==> config.mk <==
export PLATFORM = sky130hd
export DESIGN_NAME = qrd_deskew
export DESIGN_NICKNAME = d
export VERILOG_FILES = /design/src/rtl/qrd_pkg.sv /design/src/rtl/qrd_deskew_lane_delay.sv /design/src/rtl/qrd_deskew.sv
export SDC_FILE = /design/constraint.sdc
export NUM_CORES = 1
export LEC_CHECK = 0
export ABC_AREA = 1
export BUFFER_PORTS_ARGS = -buffer_cell sky130_fd_sc_hd__buf_2
export CORE_ASPECT_RATIO = 0.7
export CORE_MARGIN = 3
export CORE_UTILIZATION = 57
export CTS_CLUSTER_DIAMETER = 150
export DETAILED_ROUTE_END_ITERATION = 12
export PLACE_DENSITY_LB_ADDON = 0.3
export SLEW_MARGIN = 20
export SYNTH_ARGS = -nofsm -noshare
export SYNTH_HDL_FRONTEND = slang
export SYNTH_SLANG_ARGS = --single-unit
==> constraint.sdc <==
create_clock -name clk -period 1.6 [get_ports clk]
set_input_delay 0.48 -clock clk [delete_from_list [all_inputs] [get_ports clk]]
set_output_delay 0.48 -clock clk [all_outputs]
set_load 0.02 [all_outputs]
==> src/rtl/qrd_pkg.sv <==
// Shared definitions for the QRD-RLS array datapath: default geometry and
// small elaboration-time helpers used by the skew, array and deskew blocks.
package qrd_pkg;

  localparam int QRD_N           = 5;
  localparam int QRD_DATA_LENGTH = 8;

  // Low bit of lane k in a packed multi-lane word.
  function automatic int lane_lo(input int k, input int width);
    return k * width;
  endfunction

  // Frame counter width; never narrower than one bit, even for FRAME_LEN=1.
  function automatic int frame_cnt_width(input int frame_len);
    return (frame_len > 1) ? $clog2(frame_len) : 1;
  endfunction

endpackage

==> src/rtl/qrd_deskew_lane_delay.sv <==
// Per-lane delay line carrying {valid, data}; DEPTH register stages with
// async active-low reset, or a plain wire-through when DEPTH is 0.
module lane_delay #(
  parameter int DEPTH = 1,
  parameter int WIDTH = 9
) (
  input  logic             clk_i,
  input  logic             rst_ni,
  input  logic [WIDTH-1:0] d_i,
  output logic [WIDTH-1:0] q_o
);

  if (DEPTH == 0) begin : g_wire
    logic unused_clk_rst;
    assign unused_clk_rst = clk_i ^ rst_ni;
    assign q_o = d_i;
  end else begin : g_pipe
    logic [WIDTH-1:0] stage_q [DEPTH];

    always_ff @(posedge clk_i or negedge rst_ni) begin
      if (!rst_ni) begin
        for (int i = 0; i < DEPTH; i++) stage_q[i] <= '0;
      end else begin
        stage_q[0] <= d_i;
        for (int i = 1; i < DEPTH; i++) stage_q[i] <= stage_q[i-1];
      end
    end

    assign q_o = stage_q[DEPTH-1];
  end

endmodule

==> src/rtl/qrd_deskew.sv <==
// Output deskew for the QRD-RLS systolic array: realigns the row-staggered
// lanes into one word per sample, tags frame ends and flags misalignment.
module qrd_deskew
  import qrd_pkg::*;
#(
  parameter int N           = QRD_N,
  parameter int DATA_LENGTH = QRD_DATA_LENGTH,
  parameter int FRAME_LEN   = 5
) (
  input  logic                     clk,
  input  logic                     rst_n,
  input  logic [N*DATA_LENGTH-1:0] din,
  input  logic [N-1:0]             din_valid,
  output logic [N*DATA_LENGTH-1:0] dout,
  output logic                     dout_valid,
  output logic                     dout_last,
  output logic                     align_err
);

  localparam int            CW       = frame_cnt_width(FRAME_LEN);
  localparam logic [CW-1:0] LAST_IDX = CW'(FRAME_LEN - 1);

  logic [N*DATA_LENGTH-1:0] data_al;
  logic [N-1:0]             v;

  // Lane k lags lane 0 by k cycles, so it needs N-1-k stages to catch up.
  for (genvar k = 0; k < N; k++) begin : g_lane
    logic [DATA_LENGTH:0] lane_out;

    lane_delay #(
      .DEPTH(N - 1 - k),
      .WIDTH(DATA_LENGTH + 1)
    ) u_delay (
      .clk_i (clk),
      .rst_ni(rst_n),
      .d_i   ({din_valid[k], din[lane_lo(k, DATA_LENGTH) +: DATA_LENGTH]}),
      .q_o   (lane_out)
    );

    assign v[k] = lane_out[DATA_LENGTH];
    assign data_al[lane_lo(k, DATA_LENGTH) +: DATA_LENGTH] = lane_out[DATA_LENGTH-1:0];
  end

  logic                     all_v;
  logic                     any_v;
  logic [N*DATA_LENGTH-1:0] dout_q, dout_d;
  logic                     valid_q, valid_d;
  logic                     last_q, last_d;
  logic                     err_q, err_d;
  logic [CW-1:0]            cnt_q, cnt_d;

  assign all_v = &v;
  assign any_v = |v;

  always_comb begin
    dout_d  = dout_q;
    cnt_d   = cnt_q;
    valid_d = all_v;
    last_d  = 1'b0;
    err_d   = err_q | (any_v & ~all_v);
    if (all_v) begin
      dout_d = data_al;
      last_d = (cnt_q == LAST_IDX);
      cnt_d  = last_d ? '0 : cnt_q + CW'(1);
    end
  end

  always_ff @(posedge clk or negedge rst_n) begin
    if (!rst_n) begin
      dout_q  <= '0;
      valid_q <= 1'b0;
      last_q  <= 1'b0;
      err_q   <= 1'b0;
      cnt_q   <= '0;
    end else begin
      dout_q  <= dout_d;
      valid_q <= valid_d;
      last_q  <= last_d;
      err_q   <= err_d;
      cnt_q   <= cnt_d;
    end
  end

  assign dout       = dout_q;
  assign dout_valid = valid_q;
  assign dout_last  = last_q;
  assign align_err  = err_q;

endmodule

; After elaboration in Yosys (flattened, before gate mapping)
; Index checks and enable logic that the tools add are counted.
; W data, S select, Z words.
[totals]
register_bits = 136
inputBits = 47
out_inout_bits = 43
word_cells = 24
[classes]
n_addsub = 1
n_eq_ne = 1
mux = 2
bitwise_logic = 3
n_reduce_logical = 2
[ops]
columns = cell, count
row1 = $reduce_and A5 Y1, 1
row2 = $reduce_or A5 Y1, 1
row3 = $add A3 B1 Y3 const B, 1
row4 = $eq A3 B3 Y1 const B, 1
row5 = $mux W3, 1
row6 = $and A1 B1 Y1, 1
row7 = $mux W1, 1
row8 = $not A1 Y1, 1
row9 = $or A1 B1 Y1, 1

; Logic depth before layout (Yosys ltp)
[depth]
word_depth = 4
mapped_depth = 6

; Cells and area by module
; From an unflattened synthesis, not the netlist that was laid out.
[hier_totals]
cells_unflattened = 339
hier_area_um2 = 4449.3
[modules_own_cells]
columns = mod, n_inst, cells_per_inst, area_per_inst_um2
row1 = qrd_deskew, 1, 213, 1926.8
row2 = lane_delay at g_lane[0].u_delay, 1, 45, 968.4
row3 = lane_delay at g_lane[1].u_delay, 1, 36, 743.2
row4 = lane_delay at g_lane[2].u_delay, 1, 27, 518.0
row5 = lane_delay at g_lane[3].u_delay, 1, 9, 225.2
row6 = lane_delay at g_lane[4].u_delay, 1, 9, 67.6

; Least setup slack after synthesis
; No wires, ideal clock.
[synth_path]
path_kind = input-to-reg
from = input port din_valid[4]
to = register dout_q[31] (netlist: dout[31])
setup_ps = 117
arrival_time_ps = 964
required_ps = 1483
slack_ps = 519
cell_stages = 6
path_buffers = 1
path_cell_list = nand2_1 nor2_2 nand2_2 buf_6 nand2_1 nand2_1
[synth_between]
elab_chain_len = 1
[synth_lines]
columns = element, line_no
row1 = start: declaration, qrd_deskew.sv:13  ; input logic [N-1:0] din_valid,
row2 = $reduce_and A5 Y1, qrd_deskew.sv:52  ; assign all_v = &v;
row3 = end signal: assignment, qrd_deskew.sv:76  ; dout_q <= dout_d;
row4 = end: declaration, qrd_deskew.sv:46  ; logic [N*DATA_LENGTH-1:0] dout_q, dout_d;
; Every way passes these cells.
; A chain may end at the register's enable or synchronous reset.

; Worst setup path after layout
[layout_path]
from = register dout_q[10] (netlist: dout[10])
to = output port dout[10]
[layout_rtl]
columns = element, line_no
row1 = end: declaration, qrd_deskew.sv:14  ; output logic [N*DATA_LENGTH-1:0] dout,
; No word-level cell between the ends.

==> metrics.cfg <==
[run_status]
outcome = complete, no violations

[detailed_routing]
wl_mm = 7.15
drtPass1Iterations = 4
drt_iter0_markers = 112
vias_per_cell = 4.63
wl_per_cell_um = 14.0
ant_nets = 0
drc = 0
via_count = 2358

[layout]
antenna_cells = 0
fill_cells = 437
multiInputGateArea_um2 = 632
fin_nets = 451
final_area_um2 = 5340
area_growth_pct = 28.7
ff_latch_area_um2 = 3400
drive_above_1_share_pct = 34.9
fin_cells = 509

[floorplan]
die_w_um = 108
core_area_um2 = 6910
initial_core_util_pct = 60.0
dieHeight_um = 77.4
io-pin-count = 90
rows = 25
die-area_um2 = 8350

[timing]
setup_tns_ps = 0
finalSetupViolCount = 0
max_freq_mhz = 639
hold_violations = 0
layout_min_cycle_time_ps = 1570
fin_skew_ps = 6.54
slew_viol_final = 0
min_period_over_period_pct = 97.9
relSlewSlack_pct = 76.5
rsz0062_at_grt = no
worst_slew_pin_slew_ps = 353

[setup_path]
cpMaxStageDelayCell = dfrtp_1
ff2ff_path_depth = 6
path_class = reg2out
path_delay_family = flip-flops
worst_r2r_endpoint = dout[6]
r2r_slack_ps = 360
arrival_ps = 1090
cp_max_fo = 2
r2r-start = g_lane[1].u_delay.q_o[8]
cp-start-kind = flop
cp_data_required_time_ps = 1120
worstPathCellList = buf_2
endpoint_kind = primary output
max_stage_delay_ps = 400
crit_buf_inv = 1

[grt]
overflow = 0
grtUsageTotal_pct = 19.9
grt_max_degree = 37
grt_pass1_vias = 2566
grt_pass1_wl_mm = 12.1
antenna_found_initial = 0

[power]
leakagePower_uw = 0.00279
power_uw = 8570
power_density_nw_per_um2 = 1610
peakVddDrop_mv = 1.09

[yosys]
synth_edf_count = 0
synthTopCellsByCount = dfrtp_1 (136), nand2_1 (118), nand2_2 (12), buf_6 (7)
syn_avg_cell_area_um2 = 14.2
synth-seq-cells = 136
ys_seq_area_share_pct = 82.1
yosysTopAreaCell = dfrtp_1
synth.distinct_cells = 16
async_reset_ff_share_pct = 100
synthFlopType = dfrtp_1
syn_inst = 292
syn-cell-area_um2 = 4150
yosysMostFrequentCell = dfrtp_1
synth_top_cell_area_share_pct = 82.1
syn_nets = 341
ys.warnings.count = 0
ys_top_cells_by_area = dfrtp_1 (82%), nand2_1 (11%), buf_6 (1.9%), nand2_2 (1.8%), ha_1 (0.60%)

[placement]
io_buffers = 89
dp.cells = 476
gp_congestion = 0.692
dp_hpwl_mm = 4.56
place_area_um2 = 4750

[clock_tree]
insertion_delay_ps = 510
path_clk_slew_ps = 60
clk_path_buf_depth = 2
cts_tree = built
cts_sinks = 136
root_buffer = clkbuf_8
post_cts_buffers = 0
htree_num_levels = 4
cts_buffers = 17

[worst_hold_path]
min-delay-start = din[29]
hold_path.class = in2reg
min_to = g_lane[3].u_delay.q_o[5]
whs_path_depth = 1

[job]
maxCapViolCount = 0

[how the worst max path moves through the flow]
stage	startpoint	end	slack, ps	cells after the start
2_1_floorplan	din_valid[4]	dout[31]	520	6
3_3_place_gp	din_valid[4]	dout[17]	280	6
3_5_place_dp	din_valid[4]	dout[6]	220	6
4_1_cts	dout[6]	dout[6]	10	1
5_1_grt	dout[10]	dout[10]	0.03	1
6_report	dout[10]	dout[10]	30	1
[routing by layer]
metal  vias to the layer above  track usage (%)  part of all wire (%)
met5                         -                0                     0
li1                       1117                -                     -
met3                        10             6.90                   7.4
met1                      1145             24.0                    40
met4                         0             8.95                   1.1
met2                        86             32.6                    51
[logic make-up after synthesis]
logic type / share of synthesized area (%)
compound gates: 0.483
fa+ha+maj: 0.604
buf+inv: 2.66
flops: 82.1
simple gates: 14.2
[placed cells by master (no fill, tap or decap)]
cell,instances
inv_1,3
buf_12,5
clkbuf_1,2
bufinv_16,2
dlygate4sd3_1,1
buf_6,2
nand2_2,12
clkinv_4,5
nor2_8,1
a21oi_1,1
clkinv_2,1
o21ai_0,3
nand3_2,1
clkbuf_16,16
buf_4,5
nand3_1,1
clkinvlp_4,4
dfrtp_1,136
nor2_2,2
nor2_1,2
clkbuf_8,1
inv_8,1
ha_1,2
nand3b_1,1
or2_2,1
buf_2,86
nand2_1,118
[registers in the layout, indices dropped and copies added (netlist names)]
| signal | cells |
|---|---|
| g_lane.u_delay.g_pipe.stage_q | 54 |
| align_err | 1 |
| cnt_q | 3 |
| g_lane.u_delay.q_o | 36 |
| dout_valid | 1 |
| dout_last | 1 |
| dout | 40 |
[through the flow]
stage          hold WS, ps  setup slack (ps)  util (%)
6_report              73.2              34.0      77.2
5_1_grt               45.2            0.0256      77.2
4_1_cts               51.1              10.7      77.1
3_5_place_dp           335               218      68.7
3_3_place_gp           331               280      68.7
2_1_floorplan          184               519         -
[power by group]
group | internal [µW] | switching, µW
clock network | 2230 | 1430
registers | 3790 | 186
logic | 333 | 605
[layout make-up]
| type | instances | share of cell area [%] |
|---|---|---|
| flip-flops and latches | 136 | 63.8 |
| clock buffers | 19 | 7.90 |
| repair buffers | 99 | 11.3 |
| clock inverters | 13 | 2.81 |
| multi-input cells | 145 | 11.8 |
| inverters | 3 | 0.211 |
| well taps | 94 | 2.20 |
[timing repair]
| item | in CTS | in global routing |
|---|---|---|
| setup endpoints to repair | 0 | 2 |
| resized for setup | 0 | 4 |
| hold endpoints to repair | 31 | 0 |
| hold buffers | 1 | 0 |
(Power assumes the default switching activity.)
